`config.mk`:
```
export PLATFORM = sky130hd
export DESIGN_NAME = io_channel_ctrl_flat
export DESIGN_NICKNAME = d
export VERILOG_FILES = /design/src/rtl/io_channel_ctrl_if.sv /design/src/rtl/io_channel_ctrl.sv /design/src/flat_wrapper.sv
export SDC_FILE = /design/constraint.sdc
export NUM_CORES = 1
export LEC_CHECK = 0
export BUFFER_PORTS_ARGS = -buffer_cell sky130_fd_sc_hd__clkbuf_2
export CELL_PAD_IN_SITES_DETAIL_PLACEMENT = 1
export CELL_PAD_IN_SITES_GLOBAL_PLACEMENT = 2
export CORE_MARGIN = 1
export CORE_UTILIZATION = 22
export CTS_BUF_LIST = sky130_fd_sc_hd__clkbuf_4
export CTS_CLUSTER_SIZE = 24
export DETAILED_ROUTE_END_ITERATION = 8
export HOLD_SLACK_MARGIN = 0.05
export PLACE_DENSITY = 0.91
export SYNTH_ARGS = -nofsm -noshare
export SYNTH_HDL_FRONTEND = slang
export SYNTH_SLANG_ARGS = --single-unit
```
`constraint.sdc`:
```
create_clock -name clk -period 2 [get_ports clk]
set_input_delay 0 -clock clk [delete_from_list [all_inputs] [get_ports clk]]
set_output_delay 0 -clock clk [all_outputs]
set_load 0.005 [all_outputs]
```
`src/rtl/io_channel_ctrl_if.sv`:
```
// Memory write port between the I/O channel controller and the CPU memory.
// The controller drives the master side; the memory returns a one-cycle ack.
interface io_channel_ctrl_if;
    logic        mem_req;
    logic [11:0] mem_addr;
    logic [29:0] mem_data;
    logic        mem_ack;

    modport master (output mem_req, output mem_addr, output mem_data, input mem_ack);
    modport slave  (input mem_req, input mem_addr, input mem_data, output mem_ack);
endinterface

```
`src/rtl/io_channel_ctrl.sv`:
```
// MIX I/O channel controller: unit decode, start/query/stop handling and a
// round-robin store arbiter. Optional watchdog under macro IO_WATCHDOG_EN.
module io_channel_ctrl #(
    parameter logic [5:0]  UNIT0     = 6'd16,
    parameter logic [5:0]  UNIT1     = 6'd19,
    parameter logic [5:0]  UNIT2     = 6'd18,
    parameter logic [5:0]  UNIT3     = 6'd0,
    parameter logic [23:0] WD_CYCLES = 24'd12000000
) (
    input  logic                      clk,
    input  logic                      reset,
    input  logic                      start,
    input  logic [5:0]                field,
    input  logic [11:0]               addressin,
    input  logic                      query,
    output logic                      query_busy,
    output logic                      stop,
    output logic                      illegal,
    output logic [3:0]                ch_start,
    output logic [5:0]                ch_field,
    output logic [11:0]               ch_address,
    input  logic [3:0]                ch_busy,
    input  logic [3:0]                ch_stop,
    input  logic [3:0]                ch_request,
    input  logic [29:0]               ch_word0,
    input  logic [29:0]               ch_word1,
    input  logic [29:0]               ch_word2,
    input  logic [29:0]               ch_word3,
    input  logic [11:0]               ch_addr0,
    input  logic [11:0]               ch_addr1,
    input  logic [11:0]               ch_addr2,
    input  logic [11:0]               ch_addr3,
    output logic [3:0]                ch_store,
    io_channel_ctrl_if.master         mem,
    output logic                      io_fault
);

    typedef enum logic [1:0] {ARB_IDLE = 2'd0, ARB_WAIT = 2'd1, ARB_HOLD = 2'd2} arb_state_t;

    // First requesting channel at or after the pointer, wrapping 3 -> 0.
    function automatic logic [1:0] rr_pick(input logic [3:0] req, input logic [1:0] ptr);
        logic [1:0] idx;
        logic       found;
        rr_pick = ptr;
        found   = 1'b0;
        for (int i = 0; i < 4; i++) begin
            idx = ptr + i[1:0];
            if (!found && req[idx]) begin
                rr_pick = idx;
                found   = 1'b1;
            end
        end
    endfunction

    logic [3:0]  unit_match_s;
    logic        any_match_s;
    logic        wd_trip_s;
    logic        ack_s;
    logic [1:0]  pick_s;
    logic [3:0]  ch_store_s;
    logic [11:0] addr_arr_s [4];
    logic [29:0] word_arr_s [4];

    logic        query_busy_r;
    logic        stop_r;
    logic        illegal_r;
    logic [3:0]  ch_start_r;
    logic [5:0]  ch_field_r;
    logic [11:0] ch_address_r;

    arb_state_t  state_r, state_s;
    logic [1:0]  ptr_r;
    logic [1:0]  grant_r;
    logic        mem_req_r;
    logic [11:0] mem_addr_r;
    logic [29:0] mem_data_r;

    assign addr_arr_s[0] = ch_addr0;
    assign addr_arr_s[1] = ch_addr1;
    assign addr_arr_s[2] = ch_addr2;
    assign addr_arr_s[3] = ch_addr3;
    assign word_arr_s[0] = ch_word0;
    assign word_arr_s[1] = ch_word1;
    assign word_arr_s[2] = ch_word2;
    assign word_arr_s[3] = ch_word3;

    // Unit number decode shared by the start and query paths.
    always_comb begin
        unit_match_s[0] = (field == UNIT0);
        unit_match_s[1] = (field == UNIT1);
        unit_match_s[2] = (field == UNIT2);
        unit_match_s[3] = (field == UNIT3);
        any_match_s     = |unit_match_s;
    end

    // Start, query, illegal and stop registers.
    always_ff @(posedge clk) begin
        if (reset) begin
            ch_start_r   <= 4'b0000;
            ch_field_r   <= 6'd0;
            ch_address_r <= 12'd0;
            illegal_r    <= 1'b0;
            stop_r       <= 1'b0;
            query_busy_r <= 1'b0;
        end else begin
            ch_start_r <= start ? unit_match_s : 4'b0000;
            if (start && any_match_s) begin
                ch_field_r   <= field;
                ch_address_r <= addressin;
            end
            illegal_r    <= (start | query) & ~any_match_s;
            stop_r       <= (|ch_stop) | (start & ~any_match_s) | wd_trip_s;
            // Samples ch_busy as it stands, so a same-cycle start is not yet visible.
            query_busy_r <= query & (|(ch_busy & unit_match_s));
        end
    end

    assign pick_s = rr_pick(ch_request, ptr_r);
    assign ack_s  = (state_r == ARB_WAIT) & mem.mem_ack & ~reset;

    // Arbiter next-state decode.
    always_comb begin
        state_s = state_r;
        case (state_r)
            ARB_IDLE: begin
                if (|ch_request) state_s = ARB_WAIT;
                else             state_s = ARB_IDLE;
            end
            ARB_WAIT: begin
                if (ack_s) state_s = ARB_HOLD;
                else       state_s = ARB_WAIT;
            end
            ARB_HOLD: state_s = ARB_IDLE;
            default:  state_s = ARB_IDLE;
        endcase
    end

    // Arbiter state, pointer and latched write request.
    always_ff @(posedge clk) begin
        if (reset) begin
            state_r    <= ARB_IDLE;
            ptr_r      <= 2'd0;
            grant_r    <= 2'd0;
            mem_req_r  <= 1'b0;
            mem_addr_r <= 12'd0;
            mem_data_r <= 30'd0;
        end else begin
            state_r <= state_s;
            case (state_r)
                ARB_IDLE: begin
                    if (|ch_request) begin
                        grant_r    <= pick_s;
                        mem_req_r  <= 1'b1;
                        mem_addr_r <= addr_arr_s[pick_s];
                        mem_data_r <= word_arr_s[pick_s];
                    end
                end
                ARB_WAIT: begin
                    if (ack_s) begin
                        mem_req_r <= 1'b0;
                        ptr_r     <= grant_r + 2'd1;
                    end
                end
                default: begin
                    mem_req_r <= 1'b0;
                end
            endcase
        end
    end

    // Store acknowledge follows mem_ack in the same cycle.
    always_comb begin
        ch_store_s = 4'b0000;
        if (ack_s) ch_store_s[grant_r] = 1'b1;
        else       ch_store_s = 4'b0000;
    end

`ifdef IO_WATCHDOG_EN
    logic [23:0] wd_cnt_r;
    logic        wd_fault_r;

    assign wd_trip_s = (|ch_busy) & ~mem.mem_ack & ~wd_fault_r & (wd_cnt_r == (WD_CYCLES - 24'd1));

    // Busy-without-progress counter and sticky fault flag.
    always_ff @(posedge clk) begin
        if (reset) begin
            wd_cnt_r   <= 24'd0;
            wd_fault_r <= 1'b0;
        end else begin
            if (mem.mem_ack || (ch_busy == 4'b0000)) wd_cnt_r <= 24'd0;
            else if (wd_cnt_r != WD_CYCLES)          wd_cnt_r <= wd_cnt_r + 24'd1;
            if (wd_trip_s) wd_fault_r <= 1'b1;
        end
    end

    assign io_fault = wd_fault_r;
`else
    logic unused_wd_s;
    assign unused_wd_s = ^WD_CYCLES;
    assign wd_trip_s   = 1'b0;
    assign io_fault    = 1'b0;
`endif

    assign query_busy   = query_busy_r;
    assign stop         = stop_r;
    assign illegal      = illegal_r;
    assign ch_start     = ch_start_r;
    assign ch_field     = ch_field_r;
    assign ch_address   = ch_address_r;
    assign ch_store     = ch_store_s;
    assign mem.mem_req  = mem_req_r;
    assign mem.mem_addr = mem_addr_r;
    assign mem.mem_data = mem_data_r;

endmodule

```
`src/flat_wrapper.sv`:
```
// flat-port wrapper written by rule: the top's interface ports become plain ports
module io_channel_ctrl_flat 
#(
    parameter logic [5:0]  UNIT0     = 6'd16,
    parameter logic [5:0]  UNIT1     = 6'd19,
    parameter logic [5:0]  UNIT2     = 6'd18,
    parameter logic [5:0]  UNIT3     = 6'd0,
    parameter logic [23:0] WD_CYCLES = 24'd12000000
)
  (clk, reset, start, field, addressin, query, query_busy, stop, illegal, ch_start, ch_field, ch_address, ch_busy, ch_stop, ch_request, ch_word0, ch_word1, ch_word2, ch_word3, ch_addr0, ch_addr1, ch_addr2, ch_addr3, ch_store, io_fault, mem_mem_req, mem_mem_addr, mem_mem_data, mem_mem_ack);
  io_channel_ctrl_if mem_i ();
  input  logic clk;
  input  logic reset;
  input  logic start;
  input  logic [5:0] field;
  input  logic [11:0] addressin;
  input  logic query;
  output logic query_busy;
  output logic stop;
  output logic illegal;
  output logic [3:0] ch_start;
  output logic [5:0] ch_field;
  output logic [11:0] ch_address;
  input  logic [3:0] ch_busy;
  input  logic [3:0] ch_stop;
  input  logic [3:0] ch_request;
  input  logic [29:0] ch_word0;
  input  logic [29:0] ch_word1;
  input  logic [29:0] ch_word2;
  input  logic [29:0] ch_word3;
  input  logic [11:0] ch_addr0;
  input  logic [11:0] ch_addr1;
  input  logic [11:0] ch_addr2;
  input  logic [11:0] ch_addr3;
  output logic [3:0] ch_store;
  output logic io_fault;
  output wire logic [$bits(mem_i.mem_req)-1:0] mem_mem_req;
  output wire logic [$bits(mem_i.mem_addr)-1:0] mem_mem_addr;
  output wire logic [$bits(mem_i.mem_data)-1:0] mem_mem_data;
  input wire logic [$bits(mem_i.mem_ack)-1:0] mem_mem_ack;
  assign mem_mem_req = mem_i.mem_req;
  assign mem_mem_addr = mem_i.mem_addr;
  assign mem_mem_data = mem_i.mem_data;
  assign mem_i.mem_ack = mem_mem_ack;
  io_channel_ctrl #(.UNIT0(UNIT0), .UNIT1(UNIT1), .UNIT2(UNIT2), .UNIT3(UNIT3), .WD_CYCLES(WD_CYCLES)) u_core (.clk(clk), .reset(reset), .start(start), .field(field), .addressin(addressin), .query(query), .query_busy(query_busy), .stop(stop), .illegal(illegal), .ch_start(ch_start), .ch_field(ch_field), .ch_address(ch_address), .ch_busy(ch_busy), .ch_stop(ch_stop), .ch_request(ch_request), .ch_word0(ch_word0), .ch_word1(ch_word1), .ch_word2(ch_word2), .ch_word3(ch_word3), .ch_addr0(ch_addr0), .ch_addr1(ch_addr1), .ch_addr2(ch_addr2), .ch_addr3(ch_addr3), .ch_store(ch_store), .mem(mem_i), .io_fault(io_fault));
endmodule
```
==> impl_metrics.py <==
metrics = {
    "global_routing": {
        "grt_pass1_vias": 6895,
        "grt_pass1_wl_microns": 37340,
        "grt_overflow": 0,
        "antenna_found_initial": 3,
        "grt_max_degree": 41,
        "grt_util_all_layers_pct": 22.41,
    },
    "power": {
        "p_per_area_nw_per_um2": 533.0,
        "peakVddDrop_mv": 0.3445,
        "p_int_mw": 2.952,
        "p_sw_mw": 1.459,
        "swShare_pct": 33.08,
        "leakage_nw": 3.616,
        "combPwrFrac_pct": 35.8,
        "power_frac_seq_pct": 38.1,
        "p_clk_share_pct": 26.2,
    },
    "critical_path": {
        "start_kind": "register",
        "required_ns": 2.35,
        "slowest_stage": "dfxtp_4",
        "cp_slowest_stage_delay_ns": 0.43,
        "cp_max_fo": 11,
        "worstPathArrival_ns": 2.33,
        "cp-startpoint": "u_core.ptr_r[1]",
        "path_cells": "a21boi_2, o21ba_4, o32ai_4, buf_6, buf_8, o32ai_1, a2111oi_1",
        "endpoint_kind": "register",
        "cp_top_family": "compound AO/OA/AOI/OAI gates",
        "path_class": "register to register",
        "path_buf_inv": 2,
        "r2r_start": "u_core.ptr_r[1]",
    },
    "drt": {
        "wl_met3_microns": 1155,
        "drcViolationCount": 0,
        "drt_iter0_markers": 275,
        "top_layer": "met4",
        "ant_nets": 0,
        "dr.pass1.iters": 4,
        "wl_per_cell_microns": 19.77,
        "vias": 6184,
        "wl_met1_microns": 9251,
        "via_per_inst": 5.175,
        "drt-total-wl_microns": 23620,
        "wl_met2_microns": 12410,
    },
    "logic_synthesis": {
        "syn-num-nets": 706,
        "yosys.area.top_type": "dfxtp_1",
        "ys_seq_area_share_pct": 32.92,
        "yosysWarnings": 0,
        "synth_seq_cells": 74,
        "syn_inst": 499,
        "syn_avg_cell_area_sq_um": 9.019,
        "yosysUniqueCellTypes": 43,
        "synthTopCellsByArea": "dfxtp_1 (33%), and4_1 (8.2%), o32ai_1 (8.2%)",
        "synth_top_area_share_pct": 32.92,
        "synth_area_sq_um": 4501,
    },
    "floorplan": {
        "fp.dieW_microns": 145.0,
        "coreArea_sq_um": 19780,
        "num_rows": 51,
        "dieHeight_microns": 145.0,
        "start_util_pct": 22.75,
        "io_pins": 276,
        "die_area_sq_um": 21030,
    },
    "clock_tree": {
        "htree_levels": 3,
        "cts_made_buffers": 9,
        "numClockSinks": 74,
        "clk_latency_ns": 0.47,
        "clockRootBuffer": "clkbuf_4",
        "cts_buffer_depth": 2,
        "path_clk_slew_ns": 0.15,
        "cts_tree": "yes",
    },
    "finish": {
        "stdcell_count": 1195,
        "drive_above_1_share_pct": 40.45,
        "nets": 1129,
        "fin_area_sq_um": 8277,
        "synthToLayoutAreaGrowth_pct": 83.90,
        "most-common-layout-cells": "clkbuf_2 (274), dlygate4sd3_1 (147), dfxtp_1 (72)",
        "final_common_cell": "clkbuf_2",
    },
    "sta": {
        "setup_slack_ns": 0.01893,
        "tightestPinTransition_ns": 0.5199,
        "period_share_pct": 99.05,
        "finalHoldViolations": 0,
        "period_needed_ns": 1.981,
        "final_max_slew_viol_count": 0,
        "slew_headroom_pct": 65.02,
        "fmax_mhz": 504.8,
        "rsz0062_at_grt": "yes",
        "holdWs_ns": 0.06706,
        "setup_tns_ns": 0,
        "skew_ns": 0.02375,
        "finalSetupViolations": 0,
    },
    "placement": {
        "placed_area_sq_um": 6402,
        "dpl_worst_slack_ns": -0.09274,
        "hpwl_microns": 14860,
        "io_buffers": 274,
        "finalWeightedCongestion": 0.8236,
        "place_inst": 1020,
    },
    "job": {
        "maxCapViolations": 0,
    },
    "min_path": {
        "hp-class": "input port to register",
        "worstHoldStart": "ch_addr0[3]",
    },
    "run_status": {
        "status": "finished, final reports clean",
    },
}
## layout make-up
cell class	count	area, sq um
antenna	3	7.507
sequential	74	1486
fill	2377	11500
clock buffer	10	75.07
timing repair buffer	473	3378
tap	265	331.6
multi-input combinational	361	2897
clock inverter	6	90.09
inverter	3	11.26
## worst register-to-register path, stage by stage (launching register included)
cell,delay (ns)
dfxtp_4,0.43
a21boi_2,0.08
o21ba_4,0.24
o32ai_4,0.32
buf_6,0.16
buf_8,0.14
o32ai_1,0.09
a2111oi_1,0.39
## cells by family after synthesis
logic type      count (synthesis)  share of synthesized area [%]
compound gates                186                          36.45
simple gates                  156                          19.91
flops                          74                          32.92
buf+inv                        64                          6.422
mux                            14                          3.114
fa+ha+maj                       4                          1.112
other cells                     1                        0.08332
## stage by stage
step | power (mW) | util, %
2_1_floorplan | 2.314 | -
3_3_place_gp | 2.935 | 32.37
3_5_place_dp | 2.959 | 32.37
4_1_cts | 4.381 | 41.08
5_1_grt | 4.656 | 41.84
6_report | 4.411 | 41.84
## flip-flops by register name (all words and copies together) (netlist names)
name / count
u_core.query_busy: 1
u_core.ch_start: 4
u_core.ch_field: 6
u_core.stop: 1
u_core.illegal: 1
u_core.ch_address: 12
u_core.state_r: 2
u_core.mem.mem_req: 1
u_core.mem.mem_addr: 12
u_core.mem.mem_data: 30
u_core.grant_r: 2
u_core.ptr_r: 2
## metal layers
layer  vias to the layer above  GRT usage (%)
met1                      2991          25.15
li1                       2883              -
met2                       255          41.18
met5                         -              0
met4                         0          10.64
met3                        55          3.302
## cells in the mapped netlist
master,instances
nor3b_1,1
o31a_1,36
a221oi_1,6
o32ai_1,42
a21oi_1,6
o21ai_2,1
a2111oi_0,3
mux2i_1,14
nor2b_1,4
and3b_1,1
inv_1,3
ha_1,4
a2111oi_4,2
a2111oi_1,32
o21ba_2,1
o22ai_1,1
nor3_1,6
buf_2,6
o32ai_4,1
nor4_1,3
buf_4,3
dfxtp_1,74
nor2_1,61
a21boi_0,1
conb_1,1
and4_1,42
or2_2,1
o21ai_1,1
buf_6,4
a2111oi_2,2
o21ai_0,1
nand2_1,9
and3_1,1
a211oi_1,43
a31oi_1,2
clkbuf_1,45
o21a_1,4
and2_1,13
nand3_1,5
buf_1,3
o21bai_1,1
or2_1,1
nand2b_1,8
## power groups by stage
stage	Sequential (mW)	Clock, mW	Combinational [mW]
after floorplan	1.70	0	0.611
after global placement	1.71	0	1.23
after detailed placement	1.71	0	1.25
after CTS	1.68	1.20	1.50
after global routing	1.69	1.26	1.70
final	1.68	1.15	1.58
## final timing paths
| path | to | slack (ns) | cells after the start |
|---|---|---|---|
| max | u_core.mem.mem_data[5] | 0.02 | 7 |
| min | u_core.mem.mem_addr[3] | 0.07 | 4 |
| max reg2reg | u_core.mem.mem_data[5] | 0.02 | 7 |
| min reg2reg | u_core.ch_field[4] | 0.48 | 2 |
## repair_timing
item,in CTS,in global routing
hold endpoints to repair,74,0
cloned,1,1
endpoints found under the setup margin,42,45
resized for setup,8,25
pin swaps,7,27
buffers inserted,3,4
hold buffers,148,0
No activity file was read; power rests on OpenSTA's default activity.
